[src/rtl/video_line_fetch_sched.sv]
// Line-fetch scheduler: turns frame/line start pulses into data-mover transfers that fill
// alternate banks of a double-banked line buffer, tracking bank readiness and underruns.
module video_line_fetch_sched #(
  parameter int unsigned ADDR_WIDTH = 64,
  parameter int unsigned BANK_BYTES = 16384
) (
  input  logic                  clk_i,
  input  logic                  rst_i,
  input  logic                  enable_i,
  input  logic [ADDR_WIDTH-1:0] fb_base_i,
  input  logic [13:0]           fb_bpl_i,
  input  logic [11:0]           fb_width_i,
  input  logic [11:0]           fb_height_i,
  input  logic                  fb_depth_i,
  input  logic                  frame_start_i,
  input  logic                  line_start_i,
  output logic [ADDR_WIDTH-1:0] dma_src_addr_o,
  output logic [ADDR_WIDTH-1:0] dma_dest_addr_o,
  output logic [ADDR_WIDTH-1:0] dma_length_o,
  output logic                  dma_en_o,
  input  logic                  dma_done_i,
  output logic [1:0]            bank_ready_o,
  output logic                  busy_o,
  output logic [11:0]           cur_line_o,
  output logic                  underrun_o,
  input  logic                  underrun_clr_i
);

  typedef enum logic [1:0] {StIdle, StIssue, StWait} state_e;

  state_e                r_state, w_state_next;
  logic [13:0]           r_sh_bpl;
  logic [11:0]           r_sh_width, r_sh_height;
  logic                  r_sh_depth;
  logic [11:0]           r_req_line;
  logic [ADDR_WIDTH-1:0] r_req_src;
  logic                  r_pend;
  logic [11:0]           r_pend_line;
  logic [ADDR_WIDTH-1:0] r_pend_src;
  logic [14:0]           r_pend_len;
  logic [ADDR_WIDTH-1:0] r_dma_src;
  logic [14:0]           r_dma_len;
  logic [11:0]           r_cur_line;
  logic [1:0]            r_bank_ready;
  logic                  r_keep;
  logic                  r_underrun;

  logic                  w_frame_req, w_line_req, w_req, w_take, w_done, w_busy;
  logic [12:0]           w_line_inc;
  logic [11:0]           w_req_line, w_width;
  logic [ADDR_WIDTH-1:0] w_req_src;
  logic                  w_depth;
  logic [13:0]           w_bytes;
  logic [14:0]           w_len_sum, w_req_len;

  // The line index and source address advance per accepted line request, so a request that
  // overwrites an unissued one still lands on the correct framebuffer row.
  always_comb begin
    w_frame_req = frame_start_i & enable_i;
    w_line_inc  = {1'b0, r_req_line} + 13'd1;
    w_line_req  = line_start_i & enable_i & ~w_frame_req & (w_line_inc < {1'b0, r_sh_height});
    w_req       = w_frame_req | w_line_req;
    w_req_line  = w_frame_req ? 12'd0 : w_line_inc[11:0];
    w_req_src   = w_frame_req ? fb_base_i : r_req_src + ADDR_WIDTH'(r_sh_bpl);
    w_width     = w_frame_req ? fb_width_i : r_sh_width;
    w_depth     = w_frame_req ? fb_depth_i : r_sh_depth;
    w_bytes     = w_depth ? {1'b0, w_width, 1'b0} : {w_width, 2'b00};
    w_len_sum   = {1'b0, w_bytes} + 15'd7;
    w_req_len   = {w_len_sum[14:3], 3'b000};
    w_busy      = (r_state != StIdle);
    w_take      = (r_state == StIdle) & r_pend & enable_i;
    w_done      = (r_state == StWait) & dma_done_i;
  end

  always_comb begin
    w_state_next = r_state;
    unique case (r_state)
      StIdle:  if (w_take) w_state_next = StIssue;
      StIssue: w_state_next = StWait;
      StWait:  if (dma_done_i) w_state_next = StIdle;
      default: w_state_next = StIdle;
    endcase
  end

  always_ff @(posedge clk_i) begin
    if (rst_i) begin
      r_state      <= StIdle;
      r_sh_bpl     <= '0;
      r_sh_width   <= '0;
      r_sh_height  <= '0;
      r_sh_depth   <= 1'b0;
      r_req_line   <= '0;
      r_req_src    <= '0;
      r_pend       <= 1'b0;
      r_pend_line  <= '0;
      r_pend_src   <= '0;
      r_pend_len   <= '0;
      r_dma_src    <= '0;
      r_dma_len    <= '0;
      r_cur_line   <= '0;
      r_bank_ready <= '0;
      r_keep       <= 1'b0;
      r_underrun   <= 1'b0;
    end else begin
      r_state <= w_state_next;
      if (w_frame_req) begin
        r_sh_bpl    <= fb_bpl_i;
        r_sh_width  <= fb_width_i;
        r_sh_height <= fb_height_i;
        r_sh_depth  <= fb_depth_i;
      end
      if (w_req) begin
        r_req_line <= w_req_line;
        r_req_src  <= w_req_src;
      end
      if (w_take) begin
        r_dma_src                   <= r_pend_src;
        r_dma_len                   <= r_pend_len;
        r_cur_line                  <= r_pend_line;
        r_keep                      <= 1'b1;
        r_pend                      <= 1'b0;
        r_bank_ready[r_pend_line[0]] <= 1'b0;
      end
      if (w_done && r_keep && enable_i) begin
        r_bank_ready[r_cur_line[0]] <= 1'b1;
      end
      // A zero-length line needs no transfer; its bank is ready immediately.
      if (w_req) begin
        if (w_req_len == 15'd0) begin
          r_pend                      <= 1'b0;
          r_bank_ready[w_req_line[0]] <= 1'b1;
        end else begin
          r_pend      <= 1'b1;
          r_pend_line <= w_req_line;
          r_pend_src  <= w_req_src;
          r_pend_len  <= w_req_len;
        end
      end
      if (w_req && (w_busy || r_pend)) begin
        r_underrun <= 1'b1;
      end else if (underrun_clr_i) begin
        r_underrun <= 1'b0;
      end
      if (!enable_i) begin
        r_pend       <= 1'b0;
        r_bank_ready <= '0;
        r_keep       <= 1'b0;
      end
    end
  end

  assign dma_src_addr_o  = r_dma_src;
  assign dma_dest_addr_o = r_cur_line[0] ? ADDR_WIDTH'(BANK_BYTES) : '0;
  assign dma_length_o    = ADDR_WIDTH'(r_dma_len);
  assign dma_en_o        = (r_state == StIssue);
  assign bank_ready_o    = r_bank_ready;
  assign busy_o          = w_busy;
  assign cur_line_o      = r_cur_line;
  assign underrun_o      = r_underrun;

endmodule

[config.mk]
export PLATFORM = sky130hd
export DESIGN_NAME = video_line_fetch_sched
export DESIGN_NICKNAME = d
export VERILOG_FILES = /design/src/rtl/video_line_fetch_sched.sv
export SDC_FILE = /design/constraint.sdc
export NUM_CORES = 1
export LEC_CHECK = 0
export BUFFER_PORTS_ARGS = -buffer_cell sky130_fd_sc_hd__buf_4
export CORE_MARGIN = 1.5
export CORE_UTILIZATION = 56
export DETAILED_ROUTE_END_ITERATION = 8
export GPL_ROUTABILITY_DRIVEN = 1
export PLACE_DENSITY = 0.78
export SLEW_MARGIN = 10
export SYNTH_ARGS = -nofsm -noshare
export SYNTH_HDL_FRONTEND = slang
export SYNTH_SLANG_ARGS = --single-unit
export TNS_END_PERCENT = 30
[constraint.sdc]
create_clock -name clk_i -period 3.9 [get_ports clk_i]
set_input_delay 0.195 -clock clk_i [delete_from_list [all_inputs] [get_ports clk_i]]
set_output_delay 0.195 -clock clk_i [all_outputs]
set_load 0.005 [all_outputs]
==> impl_metrics.ini <==
[timing]
rsz0062_at_grt = no
final-setup-viol-count = 0
worst_pin_slew_ns = 0.9934
fin_tns_setup_ns = 0
timing_max_transition_violations_final = 0
fin_crit_ns = 3.624
timing.max_slew.rel_slack_pct = 32.06
final.period_utilization_pct = 92.92
final.setup_skew_ns = 0.01216
hold_viol_final = 0
setup_slack_ns = 0.2760
max_freq_mhz = 275.9

[clock_network]
ctsLongestPathBuffers = 3
clock_insertion_delay_worst_skew_ns = 0.51
numCtsBuffers = 34
cts.sink_count = 298
root_buffer = clkbuf_16
clkSlewWorstSetupHoldPaths_ns = 0.06
cts.htree.levels = 2
cts_tree = yes

[worst_setup_path]
critical-path-slowest-cell = dfxtp_2
cp_arrival_ns = 3.98
critPathKind = reg -> reg
critical_path.cell_chain = ha_1 > nand3_1 > nor2_1 > nand2_1 > xnor2_1 > ha_1 > and4_1 > o21ai_0 > o21ai_0 > o221a_2 > or2_2 > buf_4 > or3_1 > o21ai_0 > a221oi_2
crit_top_cell = o21ai_0
crit_path_max_incr_delay_ns = 0.39
worstPathMaxFanout = 21
endpoint_kind = flop
worst-endpoint-required_ns = 4.25
timing.critical_path.from_type = flop
worstRegToRegCells = 15

[floorplan]
dieWidth_um = 171.3
core_region_area_sq_mm = 0.02786
core.rowCount = 61
start_util_pct = 56.93
design.die.area_sq_mm = 0.02934
io_pins = 319
chipHeight_um = 171.3

[yosys]
synth_top_family_by_area = simple AND/OR/NAND/NOR gates
yosys.area_share.adder_pct = 2.178
synth.area.top_cells = dfxtp_1, nand2_1, buf_4
synth_top_flop_cell = dfxtp_1
synth.most_common_cell = nand2_1
simple_gate_share_of_the_synthesized_area_pct = 20.82
post-synth-top-area-cell = dfxtp_1
yosys-mux-area-fraction_pct = 5.412
yosys-top-cells-count = nand2_1, dfxtp_1, a21oi_1
synth-compound-area-share_pct = 18.52
synth_xor_xnor_area_share_pct = 5.081
synth_area_sq_mm = 0.01586
netlist_instances = 1976
synth_edf_count = 0
yosys.cell_types.count = 84
synth_seq_cells = 298
synth-warning-count = 0
synth_largest_type_area_fraction_pct = 37.62
synth-seq-area-share_pct = 37.62
post_synth.cell_area_avg_sq_um = 8.026
async_reset_ff_share_pct = 0

[cells_and_area]
layout.core_utilization_pct = 67.28
layout.nets = 2300
ant_diodes = 0
num-fill-cells = 2327
fraction_of_layout_instances_using_a_drive_strength_above_1_pct = 16.36
area_growth_syn_to_layout_pct = 18.18

[placement]
hpwlAfterDp_mm = 28.69
detailedPlace.worstSlack_ns = 0.1410
port-buffer-count = 203
gpl.final_weighted_congestion = 0.9067

[routing]
postRouteWirelength_mm = 42.35
vias = 14324
post-route-drc-count = 0
wl_per_cell_um = 16.50
final_antenna_net_count = 0
drt-vias-per-instance = 5.582
drt_pass1_iterations = 5
detail_route.iter0.violations = 898

[grt]
grt_pass1_wl_mm = 66.70
antenna_violations_before_repair = 0
overflow = 0
first_global_vias = 13345
groute.usage.overall_pct = 28.17
pin_count_of_the_biggest_net_entering_global_routing = 110

[power]
vdd.ir_drop.worst_uv = 341.0
power.static_leakage_nw = 7.484
power.density_cell_area_mw_per_mm2 = 405.5

[min_path]
hold-path-cell-count = 3
min-delay-path-class = in -> reg

[run]
maxCapViolations = 0

[status]
status = completed
state kept, by name, indices dropped and copies added, names as in the netlist, 14 cells and up:
signal	flops
r_req_src	64
dma_src_addr_o	64
r_pend_src	64
r_sh_bpl	14
report_power, final:
part | total (mW) | switching, mW | internal [mW]
Combinational | 1.04 | 0.608 | 0.435
Clock | 3.24 | 1.28 | 1.96
Sequential | 3.32 | 0.122 | 3.19
Total | 7.60 | 2.01 | 5.59
what timing repair did:
item / in CTS / in global routing
setup endpoints to repair: 0 / 66
hold buffers: 39 / 0
gates resized for setup: 0 / 5
hold endpoints to repair: 39 / 0
setup buffers: 0 / 2
routing by layer:
| metal | global-route usage, % | wire length [um] |
|---|---|---|
| met1 | 36.36 | 18360 |
| met3 | 3.797 | 2669 |
| met5 | 0 | 0 |
| met2 | 48.07 | 20090 |
| met4 | 10.14 | 1220 |
logic make-up after synthesis:
logic type	count (synthesis)
mux	79
xor+xnor	92
compound gates	441
buf+inv	294
simple gates	744
other cells	1
flops	298
fa+ha+maj	27
layout make-up:
type / instances / area [sq um] / share of cell area (%)
Tap cell: 378 / 473.0 / 2.524
Sequential cell: 298 / 5967 / 31.84
Clock buffer: 52 / 1032 / 5.508
Multi-Input combinational cell: 1498 / 8742 / 46.65
Inverter: 48 / 180.2 / 0.9613
Timing Repair Buffer: 283 / 2242 / 11.96
Clock inverter: 9 / 105.1 / 0.5608
worst paths after layout:
kind / start / end / slack (ns)
worst max-delay path: r_req_line[0] / r_pend_src[5] / 0.28
worst min-delay path: fb_base_i[0] / r_req_src[0] / 0.02
worst max register to register: r_req_line[0] / r_pend_src[5] / 0.28
worst min register to register: r_pend_src[51] / dma_src_addr_o[51] / 0.45
critical path: cells and delay by family (launching register included):
kind / cells / cell delay (ns)
compound gates: 5 / 0.75
xor+xnor: 1 / 0.27
fa+ha+maj: 2 / 0.52
buf+inv: 1 / 0.23
flops: 1 / 0.39
simple gates: 6 / 1.31
metrics by stage:
stage	instance area [sq um]	hold slack, ns	total power [mW]	instances
final	18740	0.01720	7.600	2566
after global routing	18740	0.008076	7.877	2566
after CTS	18700	0.009558	7.606	2564
after detailed placement	17180	0.4447	4.367	2464
after global placement	17180	0.4417	4.339	2464
after floorplan	16290	0.3310	4.137	2090
cell usage in the layout, fill, tap and decap left out, types with 7 or more instances in the layout:
master / n
and3_1: 16
mux2i_1: 63
clkbuf_1: 10
nor2b_1: 11
a211oi_2: 7
a21oi_1: 178
o21a_1: 7
conb_1: 115
a31oi_1: 8
o2111ai_1: 9
buf_4: 241
nand2_1: 409
a221oi_2: 10
o32ai_1: 7
inv_1: 47
a21boi_0: 18
o21ai_0: 63
o211ai_1: 27
a211oi_1: 28
dfxtp_1: 297
xor2_1: 34
clkbuf_16: 37
a21o_1: 7
a311oi_1: 12
nor3b_1: 7
nand3_1: 33
nand2b_1: 9
nand4_1: 17
ha_1: 26
a211o_1: 17
xnor2_1: 58
or3_1: 22
nor3_1: 38
dlygate4sd3_1: 39
nor2_1: 139
(Power assumes the default switching activity.)
